<file path="config.mk">
export PLATFORM = sky130hd
export DESIGN_NAME = debounce_sync
export DESIGN_NICKNAME = d
export VERILOG_FILES = /design/src/rtl/debounce_sync.sv
export SDC_FILE = /design/constraint.sdc
export NUM_CORES = 1
export LEC_CHECK = 0
export ABC_AREA = 0
export CELL_PAD_IN_SITES_DETAIL_PLACEMENT = 1
export CELL_PAD_IN_SITES_GLOBAL_PLACEMENT = 1
export CORE_UTILIZATION = 25
export CTS_BUF_LIST = sky130_fd_sc_hd__clkbuf_16
export DETAILED_ROUTE_END_ITERATION = 8
export GPL_TIMING_DRIVEN = 0
export PLACE_DENSITY = 0.58
export SYNTH_ARGS = -nofsm -noshare
export SYNTH_HDL_FRONTEND = slang
export SYNTH_SLANG_ARGS = --single-unit
</file>
<file path="constraint.sdc">
create_clock -name clk -period 1.15 [get_ports clk]
set_input_delay 0.115 -clock clk [delete_from_list [all_inputs] [get_ports clk]]
set_output_delay 0.115 -clock clk [all_outputs]
set_load 0.02 [all_outputs]
</file>
<file path="src/rtl/debounce_sync.sv">
// ---------------------------------------------------------------------------
// debounce_sync
//   Conditions one raw asynchronous level input (push-button, switch) into a
//   clean registered level with a complementary copy, plus one-clock rise and
//   fall strobes on the edge where the clean level changes.
//
//   Flow: synchroniser -> two-state stability FSM with counter -> registered
//   outputs. The clean level only follows the synchronised input once the
//   two have disagreed for STABLE_CNT consecutive clocks. Any agreement in
//   between is treated as a glitch and restarts the count from zero.
//
// Parameters
//   STABLE_CNT : consecutive mismatching clocks before dout follows (>= 2)
//   CNT_W      : counter width, 2**CNT_W >= STABLE_CNT
//
// Configuration macro
//   DEBOUNCE_SYNC2_EN : defined   -> two-flop synchroniser (N=2)
//                       undefined -> single-flop synchroniser (N=1)
//
// Ports
//   clk       in   system clock, rising edge
//   reset     in   asynchronous active-high reset, clears all state
//   din       in   raw input, asynchronous to clk, may bounce
//   dout      out  debounced level, registered
//   dout_b    out  always ~dout, registered
//   rise      out  one-clock pulse on the edge dout goes 0->1
//   fall      out  one-clock pulse on the edge dout goes 1->0
//   dbg_state out  current FSM state (0 = STABLE, 1 = CHANGING)
//   dbg_cnt   out  current stability count
//
// Handshake: none. din is a free-running level; outputs are plain levels
// and single-cycle strobes with no valid/ready qualification.
// ---------------------------------------------------------------------------
module debounce_sync #(
  parameter int STABLE_CNT = 8,
  parameter int CNT_W      = 4
) (
  input  logic             clk,
  input  logic             reset,
  input  logic             din,
  output logic             dout,
  output logic             dout_b,
  output logic             rise,
  output logic             fall,
  output logic             dbg_state,
  output logic [CNT_W-1:0] dbg_cnt
);

  typedef enum logic {
    ST_STABLE   = 1'b0,
    ST_CHANGING = 1'b1
  } state_t;

  // Count value on which the STABLE_CNT-th consecutive mismatch lands.
  localparam logic [CNT_W-1:0] LP_CNT_LAST = CNT_W'(STABLE_CNT - 1);

  logic             w_s;
  logic             w_mismatch;
  logic             w_cnt_last;

  state_t           r_state;
  state_t           w_state_nxt;
  logic [CNT_W-1:0] r_cnt;
  logic [CNT_W-1:0] w_cnt_nxt;
  logic             r_dout;
  logic             r_dout_b;
  logic             r_rise;
  logic             r_fall;
  logic             w_dout_nxt;
  logic             w_rise_nxt;
  logic             w_fall_nxt;

  // -------------------------------------------------------------------------
  // Synchroniser
  // -------------------------------------------------------------------------
`ifdef DEBOUNCE_SYNC2_EN
  logic r_sync1;
  logic r_sync2;

  always_ff @(posedge clk or posedge reset) begin
    if (reset) begin
      r_sync1 <= 1'b0;
      r_sync2 <= 1'b0;
    end else begin
      r_sync1 <= din;
      r_sync2 <= r_sync1;
    end
  end

  assign w_s = r_sync2;
`else
  logic r_sync1;

  always_ff @(posedge clk or posedge reset) begin
    if (reset) begin
      r_sync1 <= 1'b0;
    end else begin
      r_sync1 <= din;
    end
  end

  assign w_s = r_sync1;
`endif

  assign w_mismatch = w_s ^ r_dout;
  assign w_cnt_last = (r_cnt == LP_CNT_LAST);

  // -------------------------------------------------------------------------
  // State register (also holds the counter and the registered outputs)
  // -------------------------------------------------------------------------
  always_ff @(posedge clk or posedge reset) begin
    if (reset) begin
      r_state  <= ST_STABLE;
      r_cnt    <= '0;
      r_dout   <= 1'b0;
      r_dout_b <= 1'b1;
      r_rise   <= 1'b0;
      r_fall   <= 1'b0;
    end else begin
      r_state  <= w_state_nxt;
      r_cnt    <= w_cnt_nxt;
      r_dout   <= w_dout_nxt;
      r_dout_b <= ~w_dout_nxt;
      r_rise   <= w_rise_nxt;
      r_fall   <= w_fall_nxt;
    end
  end

  // -------------------------------------------------------------------------
  // Next-state logic
  // -------------------------------------------------------------------------
  always_comb begin
    w_state_nxt = r_state;
    case (r_state)
      ST_STABLE: begin
        if (w_mismatch) begin
          w_state_nxt = ST_CHANGING;
        end
      end
      ST_CHANGING: begin
        // Back to STABLE either on a glitch or once the output has followed.
        if (!w_mismatch || w_cnt_last) begin
          w_state_nxt = ST_STABLE;
        end
      end
      default: w_state_nxt = ST_STABLE;
    endcase
  end

  // -------------------------------------------------------------------------
  // Output / datapath logic: next counter, level and strobe values
  // -------------------------------------------------------------------------
  always_comb begin
    w_cnt_nxt  = '0;
    w_dout_nxt = r_dout;
    w_rise_nxt = 1'b0;
    w_fall_nxt = 1'b0;
    case (r_state)
      ST_STABLE: begin
        if (w_mismatch) begin
          w_cnt_nxt = CNT_W'(1);
        end
      end
      ST_CHANGING: begin
        if (w_mismatch) begin
          if (w_cnt_last) begin
            // Strobes derive from the new level so they can never both fire.
            w_dout_nxt = w_s;
            w_rise_nxt = w_s;
            w_fall_nxt = ~w_s;
          end else begin
            w_cnt_nxt = r_cnt + CNT_W'(1);
          end
        end
      end
      default: begin
        w_cnt_nxt = '0;
      end
    endcase
  end

  assign dout      = r_dout;
  assign dout_b    = r_dout_b;
  assign rise      = r_rise;
  assign fall      = r_fall;
  assign dbg_state = r_state;
  assign dbg_cnt   = r_cnt;

endmodule

</file>
## After elaboration in Yosys (flattened, before gate mapping)

Cells that the tools add are included.

- Add/sub/neg operators: 1
- Equality and inequality tests: 1
- Mux-type cells: 16
- Bitwise logic cells: 4
- Reduce and logical (&&, ||, !) cells: 2

Operators with widths:

| operator | number |
|---|---|
| 1-bit two-way mux | 12 |
| 4-bit two-way mux | 2 |
| 4-bit case mux with 2 select lines | 1 |
| 4-bit by 1-bit adder with 4-bit output, second input constant | 1 |
| 4-bit by 3-bit == test with 1-bit output, second input constant | 1 |
| 1-bit inverter | 3 |
| 1-bit case mux with 2 select lines | 1 |
| 1-bit logical NOT | 1 |
| 1-bit logical OR | 1 |
| 1-bit bitwise XOR | 1 |

- Bits in registers: 10
- Input bits: 3

## Logic depth before layout (Yosys ltp)

Gate-level depths: netlist of run 1.

- Word-level depth: 5
- Mapped depth: 4
- Depth with buffers taken out: 4

## Worst setup path after synthesis of run 1

No wires, ideal clock.

- Kind: reg-to-reg
- Start point: register r_cnt[0], in the netlist dbg_cnt[0]
- End point: register r_dout, in the netlist dout
- Data arrival time: 1.193 ns
- Slack: -0.172 ns
- Cell stages (with the launch flop): 4
- Buffers on the path: 0
- Period minus slack after synthesis: 1.322 ns
- Cell sequence: dfrtp_1 > ha_1 > nand4b_2 > mux2_4

- Cells in the longest elaborated chain, start to end: 4

RTL lines:

| element | line | RTL |
|---|---|---|
| from (decl) | 63 | `logic [CNT_W-1:0] r_cnt;` |
| from (signal assigned) | 121 | `r_cnt <= w_cnt_nxt;` |
| 4-bit by 3-bit == test with 1-bit output | 106 | `assign w_cnt_last = (r_cnt == LP_CNT_LAST);` |
| 1-bit two-way mux | 166 | `if (w_cnt_last) begin` |
| 1-bit two-way mux | 165 | `if (w_mismatch) begin` |
| 1-bit two-way mux | 158 | `case (r_state)` |
| net w_dout_nxt | 69 | `logic w_dout_nxt;` |
| to (signal assigned) | 122 | `r_dout <= w_dout_nxt;` |
| to (decl) | 65 | `logic r_dout;` |

The timed path passes the listed nets, and every way through them passes these cells.

## Worst setup path in the final report of run 1

Ends and elaborated chain as after synthesis.

==> results of run 1 <==
## layer usage
| metal | share of wire | vias to the layer above | GRT usage | wire length (um) |
|---|---|---|---|---|
| li1 | - | 125 | - | - |
| met1 | 0.41 | 122 | 0.123 | 281 |
| met2 | 0.53 | 8 | 0.195 | 364 |
| met3 | 0.068 | 0 | 0.0326 | 47 |
| met4 | 0 | 0 | 0.0726 | 0 |
| met5 | 0 | - | 0 | 0 |
## report_power, final
part           internal, mW  total (mW)  switching (mW)
Combinational        0.0239      0.0503          0.0264
Sequential            0.364       0.378          0.0137
Clock                 0.454       0.596           0.143
Total                 0.842        1.02           0.183
## state kept, by name, indices dropped and copies added (netlist names)
name	count
dout_b	1
dbg_state	1
dout	1
r_sync1	1
fall	1
dbg_cnt	4
rise	1
## cell type report
cell class                      instances  area (um^2)
Tap cell                               15         18.8
Timing Repair Buffer                   13         98.8
Clock inverter                          1         3.75
Inverter                                2         7.51
Sequential cell                        10          254
Clock buffer                            3         75.1
Multi-Input combinational cell         16          165
Fill cell                             148          743
## synth_stat cells
master    count  share of area
nand3_1       1          0.013
nor2_1        3          0.029
nand2_1       1         0.0097
nand4b_2      1          0.039
a21boi_1      1          0.019
inv_1         1         0.0097
mux2i_1       1          0.026
inv_2         1         0.0097
and3_1        1          0.016
dfrtp_1       9           0.58
nor3b_1       2          0.039
and2_2        1          0.019
xor2_1        1          0.023
xnor2_1       1          0.023
dfstp_2       1          0.068
ha_1          1          0.032
mux2_4        1          0.039
## cells by family (layout without fill, tap and decap cells)
kind of cell | count (synthesis) | in the layout
compound gates | 1 | 1
xor+xnor | 2 | 2
fa+ha+maj | 1 | 1
buf+inv | 2 | 19
flops | 10 | 10
mux | 2 | 2
simple gates | 10 | 10
## cells in the final DEF (no fill, tap or decap), types with 2 or more instances in the layout
cell type / n
clkbuf_2: 4
dlygate4sd2_1: 5
buf_4: 2
nor2_1: 3
dfrtp_1: 7
nor3b_2: 2
dfrtp_2: 2
clkdlybuf4s50_1: 2
clkbuf_16: 3
## repair_timing
action                                  in CTS  in global routing
gates resized for setup                     11                  9
buffers inserted                             2                  0
hold buffers                                 0                  0
pin swaps                                    1                  1
endpoints found under the setup margin      12                  9
## worst max-delay path by stage
stage / startpoint / depth (start not counted) / endpoint / slack, ns
floorplan: dbg_cnt[0]$_DFF_PP0_ / 3 / dout$_DFF_PP0_ / -0.04
global placement: dout_b$_DFF_PP1_ / 1 / dout_b / -0.05
detailed placement: dout_b$_DFF_PP1_ / 1 / dout_b / -0.05
CTS: dbg_cnt[0]$_DFF_PP0_ / 3 / dout$_DFF_PP0_ / -0.004
global route: dbg_cnt[0]$_DFF_PP0_ / 3 / dout$_DFF_PP0_ / -0.03
finish: dbg_cnt[0]$_DFF_PP0_ / 3 / dout$_DFF_PP0_ / 0.001
## through the flow
stage / power [mW] / hold WS, ns
finish: 1.02 / 0.158
global route: 1.07 / 0.202
CTS: 1.04 / 0.171
detailed placement: 0.438 / 0.418
global placement: 0.435 / 0.402
floorplan: 0.409 / -0.0457
==> impl_metrics.tcl, run 1 <==
set metrics [dict create \
    status "finished clean" \
    cts_tree "yes" \
    arrival_ns 1.26 \
    initial_core_util 0.282 \
    syn_inst 28 \
    tightest_slew_ns 0.372 \
    num_vias 255 \
    cp.required_ns 1.26 \
    synth.mux.area_fraction 0.0649 \
    gr-total-overflow 0 \
    r2r_start "dbg_cnt[0]$_DFF_PP0_" \
    regToRegEndpoint "dout$_DFF_PP0_" \
    start_kind "flip-flop" \
    synth_area_um2 385 \
    final.period_utilization 0.999 \
    gr-usage-all-layers 0.115 \
    yosys_warnings 0 \
    drc 0 \
    cpPeakStageDelay_ns 0.43 \
    path_delay_family "flip-flops" \
    placed_area_um2 538 \
    htree_levels 1 \
    peakVddDrop_v 0.000834 \
    syn_area_per_cell_um2 13.8 \
    routed_wl_um 692 \
    worst-path-buf-inv 0 \
    yosys.area_share.simple 0.166 \
    clk_path_buf_depth 2 \
    tns_ns 0 \
    antenna_found_initial 0 \
    num_antenna_cells 0 \
    final-max-slew-violation-count 0 \
    insertion_delay_ns 0.23 \
    setup_viol 0 \
    setup_ws_ns 0.00142 \
    dieArea_um2 1700 \
    cts.clk_slew.worst_paths_ns 0.04 \
    dr.pass1.iters 2 \
    gp_congestion 0.651 \
    io_buffers 11 \
    drive_gt1_frac 0.444 \
    cellPowerDensity_nw_per_um2 1640 \
    hold_violations 0 \
    seq_area_frac_synth 0.653 \
    num-nets-final 50 \
    grt_pass1_wl_mm 1.21 \
    post-place-ws_ns -0.0462 \
    placedCellCount 54 \
    timing.final.crit_period_ns 1.15 \
    cts_buffers 3 \
    num_rows 13 \
    grt_max_degree 11 \
    die_y_um 41.3 \
    endpoint_kind "flip-flop" \
    grt_pass1_vias 302 \
    cts_sinks 10 \
    drt-vias-per-instance 4.25 \
    crit_path_top_delay_cell "dfrtp_2" \
    clk_root_buffer_cell "clkbuf_16" \
    final_util 0.456 \
    drtIter0Drc 2 \
    synth_top_family_by_area "simple AND/OR/NAND/NOR gates" \
    finClkSkew_ns 0.000900 \
    design_area_um2 623 \
    path_cells "ha_4 > nand4b_4 > mux2_4" \
    relSlewSlack 0.752 \
    r2r_slack_ns 0.001 \
    hp-class "in2async" \
    synth_fa_ha_area_frac 0.0325 \
    finalNonFillerCells 60 \
    dieWidth_um 41.3 \
    ys_types 17 \
    wire_per_inst_um 11.5 \
    leakagePower_nw 0.319 \
    syn-num-nets 32 \
    ys_seq_elements 10 \
    synth_compound_area_frac 0.0195 \
    core_area_um2 1370 \
    reg2reg_depth 3 \
    synth-xor-area-share 0.0455 \
    syn_to_final_growth_pct 61.7 \
    io_pins 12 \
    critPathMaxFanout 4 \
    maxCapViolCount 0 \
    rsz0062_at_grt "true" \
    drt.antenna.violating_nets 0 \
    place_hpwl_um 549 \
    critical_path_class "reg2reg" \
    fmax_mhz 871 \
]
(Power assumes the default switching activity.)
==> run 2, diff against run 1 <==
Settings changed: PLACE_DENSITY 0.58 to 0.56.
Clock period 1.15 ns to 1.25 ns, I/O delays scaled along.
==> run 2 against run 1 <==
Non-clock buffer count is 2 lower. Global-route usage is 0.41 points higher. Setup slack better by 0.046 ns. Hold slack better by 0.029 ns. First-iteration DRC count is 50% lower. Critical path depth stayed put. Final cell count is 3.3% lower. Utilization is 2.0 points lower. Clock skew hardly changed. Combinational power is 9.9% lower. Highest routed layer unchanged.
==> impl_metrics.tcl, run 2 (same netlist as run 1, synthesis figures left out) <==
set metrics [dict create \
    status "finished clean" \
    drtIter0Drc 1 \
    core_area_um2 1370 \
    tns_ns 0 \
    num_antenna_cells 0 \
    htree_levels 1 \
    finClkSkew_ns 0.000950 \
    arrival_ns 1.31 \
    maxCapViolCount 0 \
    dieArea_um2 1700 \
    wire_per_inst_um 12.7 \
    layout_common_cells "dlygate4sd2_1 (9), dfrtp_1 (7), nor2_1 (3), clkbuf_16 (3)" \
    syn_to_final_growth_pct 54.5 \
    final.period_utilization 0.962 \
    timing.final.crit_period_ns 1.20 \
    cts_tree "yes" \
    critical_path_class "reg2reg" \
    grt_pass1_wl_mm 1.18 \
    grt_pass1_vias 281 \
    grt_max_degree 11 \
    dr.pass1.iters 2 \
    drive_gt1_frac 0.256 \
    num-fill-cells 153 \
    die_y_um 41.3 \
    clk_root_buffer_cell "clkbuf_16" \
    cts_sinks 10 \
    largest_register_ffs 4 \
    hold_violations 0 \
    hold_slack_ns 0.187 \
    finalNonFillerCells 58 \
    insertion_delay_ns 0.23 \
    setup_viol 0 \
    post-place-ws_ns 0.00510 \
    placed_area_um2 519 \
    seqCellArea_um2 254 \
    cellPowerDensity_nw_per_um2 1570 \
    dieWidth_um 41.3 \
    tightest_slew_ns 0.382 \
    final_util 0.436 \
    io_buffers 11 \
    hp-class "in2async" \
    gr-total-overflow 0 \
    cts_buffers 3 \
    power_mw 0.937 \
    antenna_found_initial 0 \
    fmax_mhz 832 \
    routed_wl_um 736 \
    io_pins 12 \
    postCtsSetupBuffers 0 \
    drt-vias-per-instance 4.41 \
    gp_congestion 0.635 \
    relSlewSlack 0.745 \
    cts.clk_slew.worst_paths_ns 0.04 \
    final-max-slew-violation-count 0 \
    initial_core_util 0.282 \
    final_common_cell "dlygate4sd2_1" \
    peakVddDrop_v 0.000780 \
    clk_path_buf_depth 2 \
    leakagePower_nw 0.313 \
    critPathMaxFanout 4 \
    multi_input_area_um2 138 \
    placedCellCount 54 \
    cp.required_ns 1.36 \
    start_kind "flip-flop" \
    design_area_um2 596 \
    num_vias 256 \
    gr-usage-all-layers 0.119 \
    setup_ws_ns 0.0477 \
    drc 0 \
    num-nets-final 48 \
    num_rows 13 \
    endpoint_kind "flip-flop" \
    drt.antenna.violating_nets 0 \
]
-- run 2: changes by cell type in the layout (fill, tap and decap cells not counted), sizes merged --
cell / previous run / this run
dlygate4sd2: 5 / 9
clkbuf: 7 / 3
buf: 2 / 0
-- run 2: area by class of cell --
| type | count | area share |
|---|---|---|
| clock inverters | 1 | 0.00630 |
| inverters | 2 | 0.0126 |
| multi-input cells | 16 | 0.231 |
| well taps | 15 | 0.0315 |
| repair buffers | 11 | 0.166 |
| flip-flops and latches | 10 | 0.426 |
| clock buffers | 3 | 0.126 |
-- run 2: worst paths after layout --
check | from | to | slack (ns) | cells after the start
hold / removal | reset | r_sync1$_DFF_PP0_ | 0.19 | 2
hold reg to reg | dbg_cnt[0]$_DFF_PP0_ | dbg_cnt[0]$_DFF_PP0_ | 0.48 | 1
max in group asynchronous | reset | dout_b$_DFF_PP1_ | 0.75 | 2
min in group clk | din | r_sync1$_DFF_PP0_ | 0.34 | 1
setup / recovery | dbg_cnt[0]$_DFF_PP0_ | dout$_DFF_PP0_ | 0.05 | 3
setup reg to reg | dbg_cnt[0]$_DFF_PP0_ | dout$_DFF_PP0_ | 0.05 | 3
-- run 2: report_power, final --
| group | switching [mW] | internal (mW) |
|---|---|---|
| clock network | 0.129 | 0.417 |
| registers | 0.00980 | 0.335 |
| logic | 0.0250 | 0.0203 |
| total | 0.164 | 0.772 |
-- run 2: timing repair --
item / in CTS / in global routing
hold buffers: 0 / 0
setup endpoints to repair: 9 / 3
gates resized for setup: 9 / 1
hold endpoints to repair: 0 / 0
-- run 2: routing by layer --
layer,track usage,vias to the layer above,part of all wire
met2,0.199,8,0.57
met5,0,-,0
li1,-,123,-
met3,0.0326,0,0.052
met1,0.122,125,0.37
met4,0.0968,0,0
-- run 2: critical path: stages (launching register included) --
cell      delay, ns
dfrtp_2        0.42
ha_2           0.23
nand4b_4       0.12
mux2_4         0.32
